## config.mk

```make
export PLATFORM = sky130hd
export DESIGN_NAME = debounce_toggle
export DESIGN_NICKNAME = d
export VERILOG_FILES = /design/src/rtl/debounce_toggle.sv
export SDC_FILE = /design/constraint.sdc
export NUM_CORES = 1
export LEC_CHECK = 0
export BUFFER_PORTS_ARGS = -buffer_cell sky130_fd_sc_hd__buf_2
export CAP_MARGIN = 20
export CORE_MARGIN = 2
export CORE_UTILIZATION = 54
export CTS_BUF_LIST = sky130_fd_sc_hd__clkbuf_16
export CTS_CLUSTER_DIAMETER = 100
export CTS_CLUSTER_SIZE = 12
export DETAILED_ROUTE_END_ITERATION = 10
export GPL_ROUTABILITY_DRIVEN = 1
export PLACE_DENSITY = 0.71
export SETUP_SLACK_MARGIN = 0.5
export SLEW_MARGIN = 20
export SYNTH_ARGS = -nofsm -noshare
export SYNTH_HDL_FRONTEND = slang
export SYNTH_SLANG_ARGS = --single-unit
```

## constraint.sdc

```tcl
create_clock -name clk -period 1.6 [get_ports clk]
set_clock_uncertainty 0.15 [all_clocks]
set_input_delay 0.08 -clock clk [delete_from_list [all_inputs] [get_ports clk]]
set_output_delay 0.08 -clock clk [all_outputs]
set_load 0.05 [all_outputs]
```

## src/rtl/debounce_toggle.sv

```systemverilog
// Push-button debouncer with a two-flop synchronizer and a press/release FSM.
// It emits a one-cycle T pulse per accepted press and a registered debounced level.
module debounce_toggle #(
  parameter int DEBOUNCE_CYCLES = 4
) (
  input  logic clk,
  input  logic rst,
  input  logic btn,
  output logic T,
  output logic level
);

  localparam logic [15:0] CNT_MAX = 16'(DEBOUNCE_CYCLES - 1);

  typedef enum logic [1:0] {
    IDLE         = 2'd0,
    PRESS_WAIT   = 2'd1,
    HELD         = 2'd2,
    RELEASE_WAIT = 2'd3
  } state_t;

  logic        s1_reg;
  logic        btn_s;
  state_t      state_reg, state_next;
  logic [15:0] cnt_reg, cnt_next;
  logic        t_reg, t_next;
  logic        level_reg, level_next;

  // btn is asynchronous; only btn_s is used beyond this point
  always_ff @(posedge clk or negedge rst) begin
    if (!rst) begin
      s1_reg <= 1'b0;
      btn_s  <= 1'b0;
    end else begin
      s1_reg <= btn;
      btn_s  <= s1_reg;
    end
  end

  always_ff @(posedge clk or negedge rst) begin
    if (!rst) begin
      state_reg <= IDLE;
      cnt_reg   <= '0;
      t_reg     <= 1'b0;
      level_reg <= 1'b0;
    end else begin
      state_reg <= state_next;
      cnt_reg   <= cnt_next;
      t_reg     <= t_next;
      level_reg <= level_next;
    end
  end

  always_comb begin
    state_next = state_reg;
    cnt_next   = cnt_reg;
    unique case (state_reg)
      IDLE: begin
        if (btn_s) begin
          state_next = PRESS_WAIT;
          cnt_next   = '0;
        end
      end
      PRESS_WAIT: begin
        if (!btn_s) begin
          state_next = IDLE;
          cnt_next   = '0;
        end else if (cnt_reg == CNT_MAX) begin
          state_next = HELD;
          cnt_next   = '0;
        end else begin
          cnt_next = cnt_reg + 16'd1;
        end
      end
      HELD: begin
        if (!btn_s) begin
          state_next = RELEASE_WAIT;
          cnt_next   = '0;
        end
      end
      RELEASE_WAIT: begin
        // a bounce back high returns to HELD without a new pulse
        if (btn_s) begin
          state_next = HELD;
          cnt_next   = '0;
        end else if (cnt_reg == CNT_MAX) begin
          state_next = IDLE;
          cnt_next   = '0;
        end else begin
          cnt_next = cnt_reg + 16'd1;
        end
      end
      default: begin
        state_next = IDLE;
        cnt_next   = '0;
      end
    endcase

    // outputs are registered from the next-state so they change on the accepting edge
    t_next     = (state_reg == PRESS_WAIT) && (state_next == HELD);
    level_next = (state_next == HELD) || (state_next == RELEASE_WAIT);
  end

  assign T     = t_reg;
  assign level = level_reg;

endmodule

```

# Yosys cells after proc, flatten, opt, wreduce, memory -nomap -nowiden

Cells that the tools add are included.
Widths: inputs -> output; s select.

Reductions and logical operators: 4
Equality and inequality tests: 8
Multiplexer cells: 13
Add/sub/neg operators: 1

Operator list:

| operator              | count |
|---|---|
| $mux 16               | 5 |
| $pmux 16 s4           | 1 |
| $add 16x1->16 const B | 1 |
| $eq 16x2->1 const B   | 1 |
| $mux 2                | 6 |
| $eq 2x2->1 const B    | 4 |
| $pmux 2 s4            | 1 |
| $ne 2x2->1 const B    | 2 |
| $eq 2x1->1 const B    | 1 |
| $logic_not 2->1       | 1 |
| $reduce_and 2->1      | 1 |
| $logic_and 1x1->1     | 1 |
| $logic_or 1x1->1      | 1 |

Register bits after elaboration: 22
Word-level logic and storage cells: 32
Bits of input ports: 3
Output and inout bits: 2

# Logic depth before layout (Yosys ltp)

Depth in word-level cells: 6
Depth in mapped cells: 6

# Least setup slack after synthesis

No wires, ideal clock.

Path kind: register to register
Start: register cnt_reg[0]
End: register cnt_reg[9]
Period minus slack after synthesis: 1.694 ns
Stages on the path, launching flop included: 7
Path slack: -0.094 ns
Library setup time: 0.132 ns
Path buffers: 1
Required time: 1.318 ns
Arrival: 1.412 ns
Cells stage by stage: dfrtp_1 -> ha_1 -> nor4b_2 -> nand4_1 -> buf_2 -> a32oi_1 -> o41ai_2

Word-level cells in the longest chain between the ends: 4

RTL lines:

| what                                         | RTL line | text |
|---|---|---|
| start, declared                              | 25       | `logic [15:0] cnt_reg, cnt_next;` |
| start signal, assigned                       | 48       | `cnt_reg <= cnt_next;` |
| $add 16x1->16 or $eq 16x2->1 (tied branches) | n/a      |  |
| $mux 16 *                                    | 68, 86   |  |
| $mux 16, on equally long branches            | 83, 65   |  |
| $pmux 16 s4 *                                | 57       | `unique case (state_reg)` |

Mark *: on every way between the ends. The rest lies on a longest branch, timed or not.
A chain may end at the register's enable or synchronous reset.

# Final worst setup path

Start: register cnt_reg[12]
End: register cnt_reg[15]

The elaborated chain is that of the path after synthesis.

==> run summary <==
The clock reaches the later pin of the worst-skew pair after 260 ps. The delay contributed by the slowest stage of the critical path is 430 ps. The fraction of final layout cells sized beyond drive strength 1 is 37.21%.

TritonCTS built the clock tree. The row count is 17. The number of global-route vias before repair is 1276. For this run, the leading register cell type out of synthesis is sky130_fd_sc_hd__dfrtp_1. The net load switching power came out at 664.5 uW. The hold slack came out at 164.0 ps. The hold violation count in the final report is 0, and the data required time at the worst endpoint is 1560 ps.

Entering global routing, the biggest net connects 23 pins. In this run, the combinational gates consume 38.9% of the power. The logs give 3 for the number of buffers created by CTS and 56.29% for the initial cell density of the core. From bottom edge to top edge, the die measures 51.56 microns. The floorplan step set the die width to 51.56 microns. sky130_fd_sc_hd__dfrtp_1 is the most common cell in the netlist. The number of flip-flops in the largest register was 16. The reported leakage power was 0.7835 nW; the internal power contribution was 1.269 mW. Number of antenna violations at the first check in global routing: 0. In this run, the clock network consumes 27.4% of the power. The largest total area in the synthesized netlist belongs to sky130_fd_sc_hd__dfrtp_1. The critical path launch point type is a register.

Setup violations remaining at the end of the flow were counted as 20. The data arrival at the endpoint of the critical path is 1930 ps. Dividing total power by cell area gives a power density of 1085 nW/um^2. For this block, the routed nets add up to 4796 microns of wire. The critical path is of the register to register type. The worst-case IR drop observed on VDD is 1029 uV. In the final design database the tool counted 177 nets. The worst path setup slack after routing came out at -361.4 ps. The worst path in the final design needs a cycle of 1961 ps, including I/O delays and setup. The number of vias per cell was 7.335; the synthesized flop and latch total was 22. For the placeable core region, the log shows 2170 sq um. For the antenna violation net count after detailed routing, the log shows 0.

The mapped netlist covers 1221 sq um. Critical-path maximum fanout: 5. After synthesis, flip-flops and latches occupy 45.08% of the total area. After legalization and detailed placement, the total HPWL measured 2188 microns. The total number of yosys warnings is 0, and the global-route total usage across every layer is 30.86%.

The checks that failed: setup timing. Before antenna repair, the detailed router went through 5 iterations. The tightest slew margin relative to the limit is 68.09%. For this run the aggregate overflow at the end of global routing stands at 0.

Relative to the synthesized area, the layout overhead comes to 46.00%. Adding up every negative setup slack in the final design gives -6152 ps. For this design, the slowest cell found on the critical path is sky130_fd_sc_hd__dfrtp_1. The number of placed instances, taps included, is 186.

Number of distinct library cell variants in the gate-level netlist after synthesis: 35. The first global-routing pass estimated 5989 microns of wire. In this run, synthesis inferred 0 flip-flops with an integrated enable. The proportion of netlist area held by the largest area contributor came out at 45.08%. In the synthesized netlist, the cells that appear most often are 22 x sky130_fd_sc_hd__dfrtp_1, 15 x sky130_fd_sc_hd__a31oi_1, 10 x sky130_fd_sc_hd__nand4_1. The endpoint kind of the worst setup timing path is a register. The number of nets handed over by synthesis was 136. The first routing iteration left 144 violations. The worst hold-check path type is input pin to async pin.

The maximum level of the CTS H-tree is 1. The flow ran to the end, but the final reports show violations. The number of I/O pins was 5; the residual DRC count was 0. The number of buffers added on ports was 4; the setup slack at placement was -199.3 ps.

Max-cap violations in this run came to 0. Detailed routing inserted a total of 1467 vias. The max-slew violation count was 0; the number of clock sinks seen by CTS was 22.

The logs give 2658 sq um for the full die area and 0 for the antenna cell count. The final period utilization is 122.6%. Traced cell by cell, the critical path runs through nor3_1 > nand4_1 > buf_4 > buf_6 > a41oi_1 > a31oi_1.

Setup repair after global routing could not meet its margin everywhere. The net switching fraction of the power was 34.36%; the routed length per placed instance was 23.98 microns. Number of non-filler instances in the completed layout: 200. The cell count after synthesis was 132.

A synthesized cell averages 9.251 sq um. The number of buffers between clock root and the deepest sink was 2; the fraction of registers with async set or reset after synthesis was 100.0%. Sequential cells burn 33.6% of the power. Yosys attributes the largest share of cell area to sky130_fd_sc_hd__dfrtp_1 45%, sky130_fd_sc_hd__a31oi_1 7.7%, sky130_fd_sc_hd__nand4_1 5.1%.

At the end of routability-driven placement, the weighted congestion stood at 0.8742. At the pin with the least slew margin, the transition time is 478.6 ps. Clock-pin slew was measured on the worst setup and hold paths at 60 ps. The fill cell instance count of the final layout is 136, and the upper clock frequency limit is 0.5099 GHz. The root buffer cell chosen for the clock tree is sky130_fd_sc_hd__clkbuf_16.
critical path: cells and delay by family (launching register included):
family	cells	cell delay, ps
and+or+nand+nor	2	610
buffers and inverters	2	350
AOI/OAI and AO/OA	2	280
DFF	1	430
final timing paths:
check / cells after the start / from / endpoint / slack [ps]
worst max-delay path: 6 / cnt_reg[12] / cnt_reg[15] / -360
min in group clk: 0 / s1_reg / btn_s / 210
worst max register to register: 6 / cnt_reg[12] / cnt_reg[15] / -360
worst min register to register: 0 / s1_reg / btn_s / 210
worst min-delay path: 2 / rst / cnt_reg[1] / 160
max in group asynchronous: 2 / rst / btn_s / 810
power groups by stage:
stage | Combinational, mW | Clock (mW) | Sequential (mW)
6_report | 0.753 | 0.531 | 0.650
3_3_place_gp | 0.527 | 0 | 0.655
2_1_floorplan | 0.277 | 0 | 0.695
3_5_place_dp | 0.544 | 0 | 0.658
4_1_cts | 0.577 | 0.528 | 0.649
5_1_grt | 0.790 | 0.555 | 0.655
stage by stage:
stage | util (%) | instance area [sq um] | power (mW)
2_1_floorplan | - | 1247 | 0.9720
3_3_place_gp | 68.05 | 1476 | 1.182
3_5_place_dp | 68.05 | 1476 | 1.203
4_1_cts | 75.89 | 1647 | 1.754
5_1_grt | 82.18 | 1783 | 2.000
6_report | 82.18 | 1783 | 1.934
timing repair:
action,CTS,global route
hold endpoints to repair,23,0
hold buffers,2,0
resized for setup,12,19
setup endpoints to repair,20,20
buffers inserted,3,3
pin swaps,4,7
gates cloned,0,2
placed cells by master (no fill, tap or decap), types with 3 or more instances in the layout:
cell | synthesis | final
sky130_fd_sc_hd__a31oi_1 | 15 | 11
sky130_fd_sc_hd__a31oi_4 | 0 | 3
sky130_fd_sc_hd__and2_1 | 4 | 4
sky130_fd_sc_hd__and3_1 | 5 | 4
sky130_fd_sc_hd__buf_2 | 8 | 4
sky130_fd_sc_hd__buf_4 | 0 | 34
sky130_fd_sc_hd__buf_6 | 0 | 5
sky130_fd_sc_hd__clkbuf_16 | 0 | 3
sky130_fd_sc_hd__dfrtp_1 | 22 | 22
sky130_fd_sc_hd__inv_1 | 8 | 8
sky130_fd_sc_hd__nand2_1 | 7 | 6
sky130_fd_sc_hd__nand3_1 | 8 | 8
sky130_fd_sc_hd__nand4_1 | 10 | 10
sky130_fd_sc_hd__nor2_1 | 3 | 3
sky130_fd_sc_hd__o21ai_1 | 2 | 3
sky130_fd_sc_hd__o22ai_1 | 4 | 4
layer usage:
layer / vias up / routed length [microns] / part of all wire (%) / track usage [%]
met3: 50 / 464 / 9.7 / 7.471
met4: 0 / 361 / 7.5 / 14.04
li1: 596 / - / - / -
met1: 693 / 1683 / 35 / 39.02
met5: - / 0 / 0 / 0
met2: 128 / 2286 / 48 / 50.00
cell families after synthesis:
kind of cell	Yosys count	share of synthesized area [%]
buffers and inverters	17	6.045
flip-flops	22	45.08
AO/OA/AOI/OAI	36	19.98
AND/OR/NAND/NOR	54	26.44
XOR/XNOR	2	1.435
adder cells (fa/ha/maj)	1	1.024
area by class of cell:
type	count	area, sq um	share of cell area, %
Clock buffer	3	75.07	4.211
Clock inverter	1	3.754	0.2105
Tap cell	28	35.03	1.965
Sequential cell	22	550.5	30.88
Multi-Input combinational cell	93	737.0	41.33
Timing Repair Buffer	45	351.6	19.72
Inverter	8	30.03	1.684
(Power assumes the default switching activity.)
